[config.mk]
export PLATFORM = sky130hd
export DESIGN_NAME = mssb_if
export DESIGN_NICKNAME = d
export VERILOG_FILES = /design/src/rtl/mssb_if.sv
export SDC_FILE = /design/constraint.sdc
export NUM_CORES = 1
export LEC_CHECK = 0
export ABC_CLOCK_PERIOD_IN_PS = 8300
export BUFFER_PORTS_ARGS = -buffer_cell sky130_fd_sc_hd__buf_2
export CAP_MARGIN = 20
export CORE_MARGIN = 1
export CORE_UTILIZATION = 45
export DETAILED_ROUTE_END_ITERATION = 8
export PLACE_DENSITY_LB_ADDON = 0.08
export SLEW_MARGIN = 0
export SYNTH_ARGS = -nofsm -noshare
export SYNTH_HDL_FRONTEND = slang
export SYNTH_SLANG_ARGS = --single-unit
[constraint.sdc]
create_clock -name OPB_CLK -period 8.3 [get_ports OPB_CLK]
set_clock_uncertainty 0.15 [all_clocks]
set_input_delay 0.415 -clock OPB_CLK [delete_from_list [all_inputs] [get_ports OPB_CLK]]
set_output_delay 0.415 -clock OPB_CLK [all_outputs]
set_load 0.05 [all_outputs]
[src/rtl/mssb_if.sv]
// OPB-slave self-test for the MSSB serial link: sends N pattern bytes (byte k = k[7:0]) as UART 8N1
// on MSSB_TX and checks the bytes that come back on MSSB_RX, counting received and bad bytes.
// Optional feature macro: MSSB_ERR_INJECT_EN (CONFIG[30] corrupts data bit 0 of bytes with k[3:0]==4'hF).
module mssb_if #(
    parameter int CLKS_PER_BIT = 16,
    parameter int RX_TIMEOUT   = 4096
) (
    input  logic        OPB_CLK,
    input  logic        OPB_RST,
    input  logic [31:0] OPB_ADDR,
    input  logic [31:0] OPB_DI,
    input  logic        MSSB_IF_RE,
    input  logic        MSSB_IF_WE,
    output logic [31:0] OPB_DO,
    output logic        MSSB_TX,
    input  logic        MSSB_RX
);

    localparam int CW = $clog2(CLKS_PER_BIT + 1);
    localparam int TW = $clog2(RX_TIMEOUT + 1);
    localparam logic [CW-1:0] BIT_LAST  = CW'(CLKS_PER_BIT - 1);
    localparam logic [CW-1:0] HALF_LAST = CW'(CLKS_PER_BIT / 2 - 1);
    localparam logic [TW-1:0] TO_LAST   = TW'(RX_TIMEOUT - 1);
    localparam logic [19:0]   CNT_MAX   = 20'hFFFFF;

    typedef enum logic [1:0] {TX_IDLE, TX_START, TX_DATA, TX_STOP} tx_state_t;
    typedef enum logic [1:0] {RX_IDLE, RX_START, RX_DATA, RX_STOP} rx_state_t;

    // Register file state
    logic [19:0] trans_q, trans_d;
    logic [19:0] recv_q, recv_d;
    logic [19:0] err_q, err_d;
    logic [1:0]  status_q, status_d;
    logic        busy_q, busy_d;
    logic        inject_q;

    // TX state
    tx_state_t   tx_state_q;
    logic [CW-1:0] tx_cnt_q;
    logic [2:0]  tx_bit_q;
    logic [19:0] tx_byte_q;
    logic [7:0]  tx_sh_q;

    // RX state
    rx_state_t   rx_state_q;
    logic [CW-1:0] rx_cnt_q;
    logic [2:0]  rx_bit_q;
    logic [7:0]  rx_sh_q;
    logic        rx_meta_q, rx_sync_q, rx_prev_q;
    logic        rx_done_q, rx_bad_q;

    logic [TW-1:0] to_cnt_q;

    logic cfg_wr, tx_idle, rx_idle, idle, start_acc, tx_go, timeout;
    logic unused_ok;

    assign unused_ok = ^{OPB_ADDR[31:4], OPB_DI[30:20]};

    assign cfg_wr    = MSSB_IF_WE && (OPB_ADDR[3:0] == 4'd0);
    assign tx_idle   = (tx_state_q == TX_IDLE);
    assign rx_idle   = (rx_state_q == RX_IDLE);
    // A new run may only start once the transmitter has fully drained its last stop bit.
    assign idle      = !busy_q && tx_idle;
    assign start_acc = cfg_wr && OPB_DI[31] && idle;
    assign tx_go     = start_acc && (OPB_DI[19:0] != 20'd0);
    assign timeout   = (to_cnt_q == TO_LAST);

    function automatic logic [7:0] pattern(input logic [19:0] k, input logic inj);
        return k[7:0] ^ {7'd0, inj && (k[3:0] == 4'hF)};
    endfunction

    function automatic logic [19:0] sat_inc(input logic [19:0] v);
        return (v == CNT_MAX) ? v : v + 20'd1;
    endfunction

`ifdef MSSB_ERR_INJECT_EN
    // Inject flag is configuration: writable only between runs, like trans_bytes.
    always_ff @(posedge OPB_CLK or posedge OPB_RST) begin
        if (OPB_RST)
            inject_q <= 1'b0;
        else if (cfg_wr && idle)
            inject_q <= OPB_DI[30];
    end
`else
    assign inject_q = 1'b0;
`endif

    // Next-state for configuration, counters, status and busy; completion is judged on post-update counts.
    always_comb begin
        trans_d  = trans_q;
        recv_d   = recv_q;
        err_d    = err_q;
        status_d = status_q;
        busy_d   = busy_q;
        if (cfg_wr && idle)
            trans_d = OPB_DI[19:0];
        if (start_acc) begin
            recv_d = 20'd0;
            err_d  = 20'd0;
            if (OPB_DI[19:0] == 20'd0) begin
                status_d = 2'b01;
            end else begin
                status_d = 2'b00;
                busy_d   = 1'b1;
            end
        end else if (busy_q) begin
            if (rx_done_q) begin
                recv_d = sat_inc(recv_q);
                if (rx_bad_q)
                    err_d = sat_inc(err_q);
            end
            if ((recv_d == trans_q) || timeout) begin
                busy_d   = 1'b0;
                status_d = ((err_d == 20'd0) && (recv_d == trans_q)) ? 2'b01 : 2'b11;
            end
        end
    end

    // Register file update
    always_ff @(posedge OPB_CLK or posedge OPB_RST) begin
        if (OPB_RST) begin
            trans_q  <= 20'd0;
            recv_q   <= 20'd0;
            err_q    <= 20'd0;
            status_q <= 2'b00;
            busy_q   <= 1'b0;
        end else begin
            trans_q  <= trans_d;
            recv_q   <= recv_d;
            err_q    <= err_d;
            status_q <= status_d;
            busy_q   <= busy_d;
        end
    end

    // Idle-line timer: runs only while busy with TX finished and no RX frame in progress.
    always_ff @(posedge OPB_CLK or posedge OPB_RST) begin
        if (OPB_RST)
            to_cnt_q <= '0;
        else if (busy_q && tx_idle && rx_idle)
            to_cnt_q <= timeout ? to_cnt_q : to_cnt_q + 1'b1;
        else
            to_cnt_q <= '0;
    end

    // Registered read port; holds its value between reads.
    always_ff @(posedge OPB_CLK or posedge OPB_RST) begin
        if (OPB_RST) begin
            OPB_DO <= 32'd0;
        end else if (MSSB_IF_RE) begin
            case (OPB_ADDR[3:0])
                4'd0:    OPB_DO <= {!idle, inject_q, 10'd0, trans_q};
                4'd1:    OPB_DO <= {30'd0, status_q};
                4'd2:    OPB_DO <= {12'd0, recv_q};
                4'd3:    OPB_DO <= {12'd0, err_q};
                default: OPB_DO <= 32'd0;
            endcase
        end
    end

    // TX frame sequencer: start, 8 data bits LSB first, stop, back-to-back bytes.
    always_ff @(posedge OPB_CLK or posedge OPB_RST) begin
        if (OPB_RST) begin
            tx_state_q <= TX_IDLE;
            tx_cnt_q   <= '0;
            tx_bit_q   <= 3'd0;
            tx_byte_q  <= 20'd0;
            tx_sh_q    <= 8'd0;
            MSSB_TX    <= 1'b1;
        end else begin
            case (tx_state_q)
                TX_IDLE: begin
                    MSSB_TX <= 1'b1;
                    if (tx_go) begin
                        tx_state_q <= TX_START;
                        tx_cnt_q   <= '0;
                        tx_byte_q  <= 20'd0;
                        tx_sh_q    <= 8'd0;  // byte 0 is never a corruption target
                        MSSB_TX    <= 1'b0;
                    end
                end
                TX_START: begin
                    if (tx_cnt_q == BIT_LAST) begin
                        tx_state_q <= TX_DATA;
                        tx_cnt_q   <= '0;
                        tx_bit_q   <= 3'd0;
                        MSSB_TX    <= tx_sh_q[0];
                    end else begin
                        tx_cnt_q <= tx_cnt_q + 1'b1;
                    end
                end
                TX_DATA: begin
                    if (tx_cnt_q == BIT_LAST) begin
                        tx_cnt_q <= '0;
                        if (tx_bit_q == 3'd7) begin
                            tx_state_q <= TX_STOP;
                            MSSB_TX    <= 1'b1;
                        end else begin
                            tx_bit_q <= tx_bit_q + 3'd1;
                            tx_sh_q  <= {1'b0, tx_sh_q[7:1]};
                            MSSB_TX  <= tx_sh_q[1];
                        end
                    end else begin
                        tx_cnt_q <= tx_cnt_q + 1'b1;
                    end
                end
                TX_STOP: begin
                    if (tx_cnt_q == BIT_LAST) begin
                        tx_cnt_q <= '0;
                        if (({1'b0, tx_byte_q} + 21'd1) < {1'b0, trans_q}) begin
                            tx_state_q <= TX_START;
                            tx_byte_q  <= tx_byte_q + 20'd1;
                            tx_sh_q    <= pattern(tx_byte_q + 20'd1, inject_q);
                            MSSB_TX    <= 1'b0;
                        end else begin
                            tx_state_q <= TX_IDLE;
                        end
                    end else begin
                        tx_cnt_q <= tx_cnt_q + 1'b1;
                    end
                end
                default: tx_state_q <= TX_IDLE;
            endcase
        end
    end

    // Two-flop synchroniser plus previous-sample register for start-edge detection.
    always_ff @(posedge OPB_CLK or posedge OPB_RST) begin
        if (OPB_RST) begin
            rx_meta_q <= 1'b1;
            rx_sync_q <= 1'b1;
            rx_prev_q <= 1'b1;
        end else begin
            rx_meta_q <= MSSB_RX;
            rx_sync_q <= rx_meta_q;
            rx_prev_q <= rx_sync_q;
        end
    end

    // RX frame checker: mid-bit sampling; one done pulse per frame with a single bad flag.
    always_ff @(posedge OPB_CLK or posedge OPB_RST) begin
        if (OPB_RST) begin
            rx_state_q <= RX_IDLE;
            rx_cnt_q   <= '0;
            rx_bit_q   <= 3'd0;
            rx_sh_q    <= 8'd0;
            rx_done_q  <= 1'b0;
            rx_bad_q   <= 1'b0;
        end else begin
            rx_done_q <= 1'b0;
            rx_bad_q  <= 1'b0;
            case (rx_state_q)
                RX_IDLE: begin
                    if (busy_q && rx_prev_q && !rx_sync_q) begin
                        rx_state_q <= RX_START;
                        rx_cnt_q   <= '0;
                    end
                end
                RX_START: begin
                    if (rx_cnt_q == HALF_LAST) begin
                        rx_cnt_q   <= '0;
                        rx_bit_q   <= 3'd0;
                        rx_state_q <= rx_sync_q ? RX_IDLE : RX_DATA;
                    end else begin
                        rx_cnt_q <= rx_cnt_q + 1'b1;
                    end
                end
                RX_DATA: begin
                    if (rx_cnt_q == BIT_LAST) begin
                        rx_cnt_q <= '0;
                        rx_sh_q  <= {rx_sync_q, rx_sh_q[7:1]};
                        if (rx_bit_q == 3'd7)
                            rx_state_q <= RX_STOP;
                        else
                            rx_bit_q <= rx_bit_q + 3'd1;
                    end else begin
                        rx_cnt_q <= rx_cnt_q + 1'b1;
                    end
                end
                RX_STOP: begin
                    if (rx_cnt_q == BIT_LAST) begin
                        rx_cnt_q   <= '0;
                        rx_done_q  <= 1'b1;
                        rx_bad_q   <= (rx_sh_q != recv_q[7:0]) || !rx_sync_q;
                        rx_state_q <= RX_IDLE;
                    end else begin
                        rx_cnt_q <= rx_cnt_q + 1'b1;
                    end
                end
                default: rx_state_q <= RX_IDLE;
            endcase
        end
    end

endmodule

* Yosys cells after proc, flatten, opt, wreduce, memory -nomap -nowiden
Index checks and enable logic that the tools add are counted.
** Word-level totals
- Word-level logic and storage cells :: 180
- Register bits :: 170
- Input port bits :: 69
- Output and inout port bits :: 33
** Operators by class
- Reduce and logical (&&, ||, !) cells :: 39
- $add $sub $neg :: 9
- Equality and inequality tests :: 34
- Mux-type cells :: 75
- Magnitude comparators :: 1
** Operator list (number)
- $mux W20 :: 16
- $pmux W32 S4 :: 1
- $add A20 B1 Y20 const B :: 3
- $eq A20 B20 Y1 const B :: 2
- $logic_not A20 Y1 :: 2
- $mux W8 :: 5
- $pmux W20 S2 :: 1
- $mux W2 :: 15
- $mux W13 :: 2
- $ne A2 B2 Y1 const B :: 13
- $mux W5 :: 5
- $pmux W8 S3 :: 1
- $add A20 B1 Y21 const B :: 1
- $lt A21 B20 Y1 :: 1
- $eq A20 B20 Y1 :: 1
- $reduce_bool A20 Y1 :: 1
- $mux W3 :: 6
- $mux W1 :: 16
- $pmux W2 S4 :: 2
- $reduce_and A4 Y1 :: 4
- $pmux W5 S3 :: 1
- $add A13 B1 Y13 const B :: 1
- $eq A13 B12 Y1 const B :: 1
- $pmux W3 S2 :: 2
- other kinds (25) :: 55

* Logic depth before layout (Yosys ltp)
- Word-level depth :: 12
- Depth in mapped cells :: 17
- Mapped depth without buffers :: 15

* Worst setup path after synthesis
OpenSTA, ideal clock, no wires.
- Path type :: register to register
- From :: reg tx_byte_q[2]
- To :: reg tx_state_q[0]
- Library setup time :: 0.137 ns
- Path buffers :: 2
- Stages on the path, launching flop included :: 17
- Required time :: 8.013 ns
- Period minus slack after synthesis :: 3.679 ns
- Arrival :: 3.391 ns
- Setup slack :: 4.621 ns
- Cell sequence :: dfrtp_1 clkbuf_1 nand2_1 nor2_1 nand3_1 or3_1 nor2_1 nor2_1 or2_2 ha_1 nand2_1 nor3_1 nand2_1 o2111a_1 clkbuf_1 a2111oi_0 nor3_1
** On the way
- Cells in the longest elaborated chain, start to end :: 5
** RTL lines
- start, declared :: RTL line 41 : logic [19:0] tx_byte_q;
- start signal, assigned :: RTL line 212 : tx_byte_q <= tx_byte_q + 20'd1;
- $add A20 B1 Y21 :: RTL line 210 : if (({1'b0, tx_byte_q} + 21'd1) < {1'b0, trans_q}) begin
- $lt A21 B20 Y1 :: RTL line 210
- $mux W1 :: RTL line 210
- $mux W2 :: RTL line 208 : if (tx_cnt_q == BIT_LAST) begin
- $pmux W2 S4 :: RTL line 171 : case (tx_state_q)
- end signal, assigned :: RTL line 175 : tx_state_q <= TX_START;
- end signal, assigned :: RTL line 211 : tx_state_q <= TX_START;
- end signal, assigned :: RTL line 216 : tx_state_q <= TX_IDLE;
- end, declared :: RTL line 38 : tx_state_t tx_state_q;
No other way between the ends. The select of a mux whose other input is x is not followed.
A chain may end at the register's enable or synchronous reset.

* Final worst setup path
- From :: reg tx_byte_q[0]
- To :: reg tx_byte_q[18]
** On the way
- Cells in the longest elaborated chain, start to end :: 4
- Elaborated cells on any way between the ends :: 8
- Classes of those cells :: add/sub (2); order compare (1); eq/ne (1); mux (3); reduce/logical (1)
** RTL lines (RTL line)
- $add A20 B1 Y21 or $add A20 B1 Y20 (tied branches)
- $lt A21 B20 Y1 or $mux W20 (tied branches) :: 210
- $ne A2 B2 Y1 (no source line) or $mux W20 (tied branches)
- $reduce_and A4 Y1 (no source line) or $pmux W20 S2 (tied branches)
Several ways; a longest one is shown, not always the timed one. The select of a mux whose other input is x is not followed.

==> metrics.yaml <==
layout_min_cycle_time_ns: 4.56
max_freq_mhz: 219
finalWirelength_mm: 27.7
async_flop_share_pct: 100
drc_errors: 0
grt_pass1_wl_mm: 45.1
cp_max_fo: 12
critPathKind: "reg -> reg"
syn_area_mm2: 0.0101
setup_tns_ns: 0
setup_viol_count_final: 0
ys_seq_elements: 159
gp_congestion: 0.898
synth_edf_count: 0
placed_area_mm2: 0.0104
cp-end-kind: "register"
dieWidth_um: 152
worst_path_max_delay_cell: "o2111a_1"
numCtsBuffers: 17
ios: 102
antenna_found_initial: 1
start_util_pct: 46.2
crit_chain: "ha_1 > nand3_1 > nor3_1 > nand3_1 > or2_2 > nand2_1 > ha_1 > a21o_1 > a21o_1 > a21o_1 > a21oi_1 > o21a_1 > o2111a_1 > a21boi_1 > a221o_1"
hold_ws_ns: -0.0241
grt_overflow: 0
maxSlewHeadroom_pct: 32.2
die_y_um: 152
cts_setup_buffers: 0
dp.cells: 1373
worst_pin_slew_ns: 0.991
fin_util_pct: 50.3
ir_drop_v: 0.0000986
fp.dieArea_mm2: 0.0231
r2r_setup_slack_ns: 3.74
fin_nets: 1217
hold_class: "in -> async"
slowest_delay_ns: 0.54
finalHoldViolCount: 4
first_iter_violations: 502
cts_resized: 0
rsz0062_at_grt: "false"
ys_warn_count: 0
required_ns: 8.46
synth_ff_type: "dfrtp_1"
root_buffer: "clkbuf_16"
htreeDepth: 4
ant_nets: 0
max-clock-path-buffers: 2
status: "complete, but fails checks"
area_delta_synth_final_pct: 9.03
synth_cell_type_count: 82
cap_violations: 0
grt_max_degree: 94
final_area_mm2: 0.0110
ys_seq_area_share_pct: 39.4
grt_use_total_pct: 25.0
power.density_mw_per_mm2: 151
violations: "hold timing"
total_power_mw: 1.66
instances_no_fill: 1407
clock-sinks: 159
cts_hold_buffers: 1
leakage_nw: 4.82
drt_first_pass_iters: 5
drv_slew: 0
rr_startpoint: "tx_byte_q[0]"
path_common_cell: "a21o_1"
worstPathArrival_ns: 4.72
first_global_vias: 7792
path_clk_slew_ns: 0.07
routed_via_density: 5.88
drive_above_1_share_pct: 16.3
synth_area_per_cell_um2: 9.15
crit_start: "tx_byte_q[0]"
start_kind: "register"
clock_latency_ns: 0.43
period_share_pct: 54.9
portBuffers: 51
syn_inst: 1105
coreArea_mm2: 0.0219
cts_tree: "done"
dp_hpwl_mm: 20.0
rows: 54
wl_per_cell_um: 19.7
num_vias: 8267
Yosys cell counts (11+ instances only):
cell / n / area [um^2]
and3_1: 16 / 100
a211oi_1: 11 / 82.6
mux2_2: 55 / 619
o21ai_0: 72 / 360
buf_2: 22 / 110
nor4_1: 18 / 113
nand3_1: 53 / 265
or2_2: 14 / 87.6
and4_1: 15 / 131
a22oi_1: 23 / 173
inv_1: 68 / 255
a21oi_1: 19 / 95.1
clkbuf_1: 37 / 139
buf_4: 11 / 82.6
o22ai_1: 25 / 156
nand4_1: 20 / 125
xnor2_1: 41 / 359
mux2i_1: 12 / 120
nor3_1: 27 / 135
nand2_1: 108 / 405
a31oi_1: 12 / 75.1
ha_1: 35 / 438
dfrtp_1: 155 / 3880
nor2_1: 61 / 229
xor2_1: 29 / 254
a21o_1: 12 / 90.1
power breakdown:
group          switching [mW]  internal (mW)  total (mW)
clock network           0.367          0.425       0.792
logic                  0.0685         0.0177      0.0863
registers             0.00311          0.781       0.784
area by class of cell:
| cell class | count | area, um^2 |
|---|---|---|
| Tap cell | 280 | 350 |
| Antenna cell | 1 | 2.50 |
| Clock inverter | 15 | 153 |
| Clock buffer | 17 | 425 |
| Inverter | 68 | 260 |
| Multi-Input combinational cell | 810 | 5540 |
| Sequential cell | 159 | 3980 |
| Fill cell | 2071 | 10900 |
| Timing Repair Buffer | 57 | 303 |
metal layers:
layer | GRT usage [%] | part of all wire [%] | vias up
met5 | 0 | 0 | -
met4 | 7.57 | 1.8 | 0
met3 | 3.96 | 4.9 | 26
met2 | 36.1 | 44 | 197
met1 | 38.0 | 50 | 4058
li1 | - | - | 3986
stage by stage:
stage / worst slack [ns] / hold WS [ns]
floorplan: 3.45 / 0.195
global placement: 3.82 / 0.196
detailed placement: 3.80 / 0.203
CTS: 3.76 / 0.0418
global route: 3.42 / 0.0644
finish: 3.74 / -0.0241
critical path: cells and delay by family, from the launching register on:
kind                       cells  cell delay, ns
and+or+nand+nor                5            1.21
AOI/OAI and AO/OA              8            2.08
adders and majority gates      2            0.53
DFF                            1            0.48
path summary, 6_finish.rpt:
kind	to	cells past startpoint
setup / recovery	tx_byte_q[18]	15
hold / removal	tx_byte_q[16]	2
setup reg to reg	tx_byte_q[18]	15
hold reg to reg	rx_sync_q	0
max in group asynchronous	recv_q[4]	3
min in group OPB_CLK	trans_q[15]	2
cells in the final DEF (no fill, tap or decap), types with 17 or more instances in the layout:
cell type | Yosys | final
dfrtp_1 | 155 | 155
nand2_1 | 108 | 108
o21ai_0 | 72 | 72
inv_1 | 68 | 67
nor2_1 | 61 | 61
mux2_2 | 55 | 55
nand3_1 | 53 | 53
buf_2 | 22 | 51
xnor2_1 | 41 | 41
ha_1 | 35 | 35
xor2_1 | 29 | 29
nor3_1 | 27 | 27
o22ai_1 | 25 | 25
a22oi_1 | 23 | 23
nand4_1 | 20 | 20
a21oi_1 | 19 | 19
nor4_1 | 18 | 18
clkbuf_16 | 0 | 17
cells by family after synthesis:
| logic type | after synthesis | synth area share [%] |
|---|---|---|
| AO/OA/AOI/OAI | 251 | 16.9 |
| XOR/XNOR | 70 | 6.07 |
| adder cells (fa/ha/maj) | 35 | 4.33 |
| buffers and inverters | 146 | 6.13 |
| flip-flops | 159 | 39.4 |
| multiplexers | 70 | 7.91 |
| other | 1 | 0.0371 |
| AND/OR/NAND/NOR | 373 | 19.2 |
state kept, by name, indices dropped and copies added, names as in the netlist, 5 cells and up, named ones only:
register   cells
err_q         20
trans_q       20
tx_sh_q        8
tx_cnt_q       5
rx_sh_q        8
to_cnt_q      13
recv_q        20
tx_byte_q     20
rx_cnt_q       5
OPB_DO        21
Note: power is estimated with default switching activity, not from simulation.
